### config.mk
export PLATFORM = sky130hd
export DESIGN_NAME = npc_fetch_ctrl_flat
export DESIGN_NICKNAME = d
export VERILOG_FILES = /design/src/rtl/npc_fetch_ctrl_if.sv /design/src/rtl/npc_fetch_ctrl.sv /design/src/flat_wrapper.sv
export SDC_FILE = /design/constraint.sdc
export NUM_CORES = 1
export LEC_CHECK = 0
export CORE_MARGIN = 4
export CORE_UTILIZATION = 23
export CTS_CLUSTER_DIAMETER = 80
export DETAILED_ROUTE_END_ITERATION = 12
export PLACE_DENSITY = 0.44
export SETUP_SLACK_MARGIN = 0.05
export SYNTH_ARGS = -nofsm -noshare
export SYNTH_HDL_FRONTEND = slang
export SYNTH_SLANG_ARGS = --single-unit
export TNS_END_PERCENT = 100
### constraint.sdc
create_clock -name clk -period 3.51 [get_ports clk]
set_input_delay 0.5265 -clock clk [delete_from_list [all_inputs] [get_ports clk]]
set_output_delay 0.5265 -clock clk [all_outputs]
set_load 0.03 [all_outputs]
### src/rtl/npc_fetch_ctrl_if.sv
// npc_fetch_ctrl_if
// Groups the instruction-memory, redirect and decode handshakes of the
// fetch controller into one bundle.
//   imem_req/imem_addr   : read request and word-aligned address to memory
//   imem_ack/imem_rdata  : memory accept/return strobe and instruction word
//   br_valid/br_target   : redirect request from execute and its target
//   inst_valid/inst/inst_pc/inst_ready : queue head offered to decode
// master is the fetch controller side, slave is the memory/execute/decode side.
interface npc_fetch_ctrl_if;
  logic        imem_req;
  logic [31:0] imem_addr;
  logic        imem_ack;
  logic [31:0] imem_rdata;
  logic        br_valid;
  logic [31:0] br_target;
  logic        inst_valid;
  logic [31:0] inst;
  logic [31:0] inst_pc;
  logic        inst_ready;

  modport master (
    output imem_req, imem_addr, inst_valid, inst, inst_pc,
    input  imem_ack, imem_rdata, br_valid, br_target, inst_ready
  );

  modport slave (
    input  imem_req, imem_addr, inst_valid, inst, inst_pc,
    output imem_ack, imem_rdata, br_valid, br_target, inst_ready
  );
endinterface

### src/rtl/npc_fetch_ctrl.sv
// npc_fetch_ctrl
// Fetch controller sitting after the PC register. It reads instruction
// memory at the registered pc, buffers returned words in a 2-entry queue
// for decode and produces npc, which the PC register loads every edge.
// Stalls hold npc = pc; redirects drive npc = br_target (word aligned).
// Ports:
//   clk   : clock, all state updates on posedge
//   rst_n : synchronous active-low reset
//   pc    : current PC from the PC register
//   npc   : next PC for the PC register
//   bus   : memory / redirect / decode handshakes (master modport)
module npc_fetch_ctrl #(
  parameter logic [31:0] RESET_PC = 32'h0000_0000
) (
  input  logic             clk,
  input  logic             rst_n,
  input  logic [31:0]      pc,
  output logic [31:0]      npc,
  npc_fetch_ctrl_if.master bus
);

  typedef enum logic [1:0] {BOOT, FETCH, DRAIN} state_t;

  state_t      state, state_next;
  logic [1:0]  count;
  logic [31:0] slot0_word, slot0_pc;
  logic [31:0] slot1_word, slot1_pc;
  logic        req_pend;
  logic [31:0] drain_addr;
  logic        fetch_req;
  logic        push, pop, flush, latch_drain;
  logic [31:0] target;
  logic [31:0] pc_word;

  assign target  = bus.br_target & ~32'h3;
  assign pc_word = pc & ~32'h3;

  // Queue head is presented straight from registers, so decode never sees
  // a combinational path from imem_rdata.
  assign bus.inst_valid = (count != 2'd0);
  assign bus.inst       = slot0_word;
  assign bus.inst_pc    = slot0_pc;

  always_comb begin
    state_next  = state;
    npc         = pc;
    fetch_req   = 1'b0;
    push        = 1'b0;
    pop         = 1'b0;
    flush       = 1'b0;
    latch_drain = 1'b0;
    bus.imem_req  = 1'b0;
    bus.imem_addr = pc_word;
    case (state)
      BOOT: begin
        npc        = RESET_PC;
        state_next = FETCH;
      end
      FETCH: begin
        if (bus.br_valid) begin
          npc   = target;
          flush = 1'b1;
          // A request left unacknowledged last cycle is still owned by the
          // memory; it must be completed (and its data dropped) in DRAIN.
          if (req_pend) begin
            latch_drain = 1'b1;
            state_next  = DRAIN;
          end
        end else begin
          // Request gating uses the registered count, so a pop while full
          // only re-enables fetching on the following cycle.
          fetch_req    = (count != 2'd2);
          bus.imem_req = fetch_req;
          pop          = bus.inst_valid & bus.inst_ready;
          if (fetch_req && bus.imem_ack) begin
            push = 1'b1;
            npc  = pc + 32'd4;
          end
        end
      end
      DRAIN: begin
        bus.imem_req  = 1'b1;
        bus.imem_addr = drain_addr;
        if (bus.br_valid) begin
          npc = target;
        end
        // The abandoned transfer finishing ends the drain even if a new
        // redirect arrives alongside it; the redirect still steers npc.
        if (bus.imem_ack) begin
          state_next = FETCH;
        end
      end
      default: begin
        state_next = BOOT;
      end
    endcase
  end

  always_ff @(posedge clk) begin
    if (!rst_n) begin
      state      <= BOOT;
      count      <= 2'd0;
      slot0_word <= 32'h0;
      slot0_pc   <= 32'h0;
      slot1_word <= 32'h0;
      slot1_pc   <= 32'h0;
      req_pend   <= 1'b0;
      drain_addr <= 32'h0;
    end else begin
      state    <= state_next;
      req_pend <= bus.imem_req & ~bus.imem_ack;
      if (latch_drain) begin
        drain_addr <= pc_word;
      end
      if (flush) begin
        count <= 2'd0;
      end else begin
        case ({push, pop})
          2'b10: begin
            if (count == 2'd0) begin
              slot0_word <= bus.imem_rdata;
              slot0_pc   <= pc_word;
            end else begin
              slot1_word <= bus.imem_rdata;
              slot1_pc   <= pc_word;
            end
            count <= count + 2'd1;
          end
          2'b01: begin
            slot0_word <= slot1_word;
            slot0_pc   <= slot1_pc;
            count      <= count - 2'd1;
          end
          2'b11: begin
            // Push only happens below full, so count is 1 here: the new
            // word directly replaces the departing head.
            slot0_word <= bus.imem_rdata;
            slot0_pc   <= pc_word;
          end
          default: begin
          end
        endcase
      end
    end
  end

endmodule

### src/flat_wrapper.sv
// flat-port wrapper written by rule: the top's interface ports become plain ports
module npc_fetch_ctrl_flat 
#(
  parameter logic [31:0] RESET_PC = 32'h0000_0000
)
  (clk, rst_n, pc, npc, bus_imem_req, bus_imem_addr, bus_inst_valid, bus_inst, bus_inst_pc, bus_imem_ack, bus_imem_rdata, bus_br_valid, bus_br_target, bus_inst_ready);
  npc_fetch_ctrl_if bus_i ();
  input  logic clk;
  input  logic rst_n;
  input  logic [31:0] pc;
  output logic [31:0] npc;
  output wire logic [$bits(bus_i.imem_req)-1:0] bus_imem_req;
  output wire logic [$bits(bus_i.imem_addr)-1:0] bus_imem_addr;
  output wire logic [$bits(bus_i.inst_valid)-1:0] bus_inst_valid;
  output wire logic [$bits(bus_i.inst)-1:0] bus_inst;
  output wire logic [$bits(bus_i.inst_pc)-1:0] bus_inst_pc;
  input wire logic [$bits(bus_i.imem_ack)-1:0] bus_imem_ack;
  input wire logic [$bits(bus_i.imem_rdata)-1:0] bus_imem_rdata;
  input wire logic [$bits(bus_i.br_valid)-1:0] bus_br_valid;
  input wire logic [$bits(bus_i.br_target)-1:0] bus_br_target;
  input wire logic [$bits(bus_i.inst_ready)-1:0] bus_inst_ready;
  assign bus_imem_req = bus_i.imem_req;
  assign bus_imem_addr = bus_i.imem_addr;
  assign bus_inst_valid = bus_i.inst_valid;
  assign bus_inst = bus_i.inst;
  assign bus_inst_pc = bus_i.inst_pc;
  assign bus_i.imem_ack = bus_imem_ack;
  assign bus_i.imem_rdata = bus_imem_rdata;
  assign bus_i.br_valid = bus_br_valid;
  assign bus_i.br_target = bus_br_target;
  assign bus_i.inst_ready = bus_inst_ready;
  npc_fetch_ctrl #(.RESET_PC(RESET_PC)) u_core (.clk(clk), .rst_n(rst_n), .pc(pc), .npc(npc), .bus(bus_i));
endmodule
==> results.cfg, run 1 <==
[route]
drt_iter0_markers = 484
viasPerCell = 4.70
dr.pass1.iters = 4
vias = 8181
ant_nets = 0
drt-total-wl_um = 33100
drc = 0
wl_per_cell_um = 19.0

[layout]
synthToLayoutAreaGrowth_pct = 44.6
stdcell_area_sq_um = 12300
nNetsFinal = 1364
drive_above_1_share = 0.151
fillers = 3785
seqCellArea_sq_um = 3180
multi_input_area_sq_um = 4830
instances_no_fill = 1740
fin_util = 0.337

[yosys]
synth_mux_area_frac = 0.110
ys_ff_latch = 159
ys_seq_area_frac = 0.373
synth_compound_area_frac = 0.241
yosysTopAreaCell = dfxtp_1
ys_types = 63
synthFlopType = dfxtp_1
synth_fa_ha_area_frac = 0.0103
yosys.area.top_type_share = 0.373
synthXorXnorAreaFrac = 0.00308
synth-simple-area-share = 0.193
postSynthCellCount = 1034
synth_area_leaders = dfxtp_1 37%, nand2_1 13%, a21boi_0 8.1%, mux2i_1 7.4%, o211a_1 7.3%
synth_top_family_by_area = compound AO/OA/AOI/OAI gates
synthArstFlopShare = 0
synth_area_per_cell_sq_um = 8.25
synth_most_common_cell = nand2_1
synth_area_sq_um = 8530
yosys_warnings = 0
synth_common_cells = 290 x nand2_1, 159 x dfxtp_1, 92 x a21boi_0
synth_edf_count = 0

[job]
drv_cap = 0

[worst_setup_path]
worstSetupPathDepth = 7
reg2reg_depth = 12
crit_required_ps = 2980
cp-end-kind = output port
timing.rr.start = u_core.state[1]
rrSetupSlack_ps = 790
max_stage_delay_ps = 650
crit_slowest_cell = clkdlybuf4s50_1
critical_path.max_fanout = 8
arrival_ps = 2850
path_common_cell = clkdlybuf4s50_1
crit_path_start_kind = primary input
timing_worst_setup_path_type = primary input to output port
timing.rr.end = u_core.bus.inst_pc[15]
cp_cell_sequence = clkdlybuf4s50_1, buf_4, inv_1, a21oi_1, nand2_1, and2_1, clkdlybuf4s50_1
crit_family = buffers and inverters
crit_buf_inv = 4

[timing]
max_slew_margin = 0.542
rsz0062_at_grt = no
fin_crit_sh = 0.963
final.setup.tns_ps = 0
setup_viol = 0
hold_viol = 0
worstMarginPinSlew_ps = 679
layout_min_cycle_time_ps = 3380
slew_violations = 0
fmax_mhz = 296
finalClockSkew_ps = 10.7

[floorplan]
die-area_sq_um = 40300
start_util = 0.233
core_sq_um = 36600
ioPinCount = 231
die_h_um = 201
dieWidth_um = 201
rows = 70

[hold_path]
hold_end = u_core.drain_addr[27]
worstHoldStart = u_core.drain_addr[27]
hold_path_class = flip-flop to flip-flop
worstHoldPathCells = 2

[clocking]
insertion_delay_ps = 430
cts_htree_levels = 4
clock-sinks = 159
cts_tree = done
cts.clk_slew.worst_paths_ps = 70
clk_path_buf_depth = 2
cts_root_buf = clkbuf_16
cts_hold_buf = 0
cts_buffers = 17

[run_status]
outcome = finished clean

[global_route]
grt_pass1_wl_um = 50400
overflow = 0
grt_max_degree = 70
grt_usage = 0.160
antenna_found_initial = 5
grt_pass1_vias = 7892

[placement]
globalplace.congestion = 0.827
io_buffers = 224
hpwl_um = 24200
post-place-cells = 1704
placed_cell_area_sq_um = 11700

[pwr]
peakVddDrop_mv = 0.335
p_leak_nw = 5.03
power_density_nw_per_um2 = 396
## worst max path at each step
| stage | from | to | slack [ps] |
|---|---|---|---|
| after floorplan | pc[12] | npc[24] | 170 |
| after global placement | pc[2] | npc[18] | 10 |
| after detailed placement | pc[2] | npc[18] | 20 |
| after CTS | pc[2] | npc[18] | 80 |
| after global routing | pc[3] | npc[18] | 50 |
| final | bus_br_valid | npc[1] | 130 |
## logic make-up (layout without fill, tap and decap cells)
group	Yosys count	after routing
AO/OA/AOI/OAI	268	268
multiplexers	90	90
adder cells (fa/ha/maj)	7	7
AND/OR/NAND/NOR	383	383
buffers and inverters	123	355
other	1	7
flip-flops	159	159
XOR/XNOR	3	3
## metrics by stage
step | setup WS (ps) | power, mW | hold slack (ps)
finish | 130 | 4.89 | 461
floorplan | 169 | 2.47 | 440
CTS | 79.4 | 4.98 | 466
global placement | 9.71 | 3.02 | 446
detailed placement | 24.1 | 3.02 | 455
global route | 52.4 | 5.11 | 483
## final cells by class
cell class                 count  share of cell area
sequential                   159               0.258
inverter                      16             0.00487
tap                          468              0.0474
clock inverter                14              0.0138
timing repair buffer         307               0.249
clock buffer                  18              0.0356
antenna                        3            0.000608
multi-input combinational    755               0.391
## metal layers
metal,GRT usage,part of all wire,vias to the layer above
li1,-,-,4059
met1,0.210,0.47,3917
met2,0.263,0.47,171
met3,0.0328,0.039,30
met4,0.0524,0.020,4
met5,0,0.00094,-
## registers in the layout, indices dropped and copies added (netlist names)
signal / count
u_core.state: 2
u_core.req_pend: 1
u_core.bus.inst: 32
u_core.bus.inst_pc: 30
u_core.slot1_word: 32
u_core.count: 2
u_core.drain_addr: 30
u_core.slot1_pc: 30
## worst min-delay path, stage by stage, from the launching register on
cell and delay [ps]:
dfxtp_1 310, nand2_1 40, a21boi_0 60
## placed cells by master (no fill, tap or decap), drive strengths merged, types with 18 or more instances in the layout
master,instances
nand3,20
dfxtp,159
a21boi,93
mux2,27
clkdlybuf4s50,189
buf,115
mux2i,63
clkbuf,18
inv,22
o21ai,33
o211a,62
nand2,290
nor2,20
## where the power goes
group / switching, mW / leakage, nW / internal [mW]
logic: 0.594 / 3.45 / 0.492
registers: 0.0321 / 1.29 / 1.86
clock network: 0.932 / 0.290 / 0.981
## repair_timing
action | in CTS | in global routing
pin swaps | 0 | 2
setup buffers | 1 | 0
endpoints found under the setup margin | 4 | 6
gates resized for setup | 3 | 6
Note: power is estimated with default switching activity, not from simulation.
==> run 2, diff against run 1 <==
SLEW_MARGIN = 0   (was default)
==> results of run 2 <==
Final layout, timing and power as in run 1 (identical DEF).
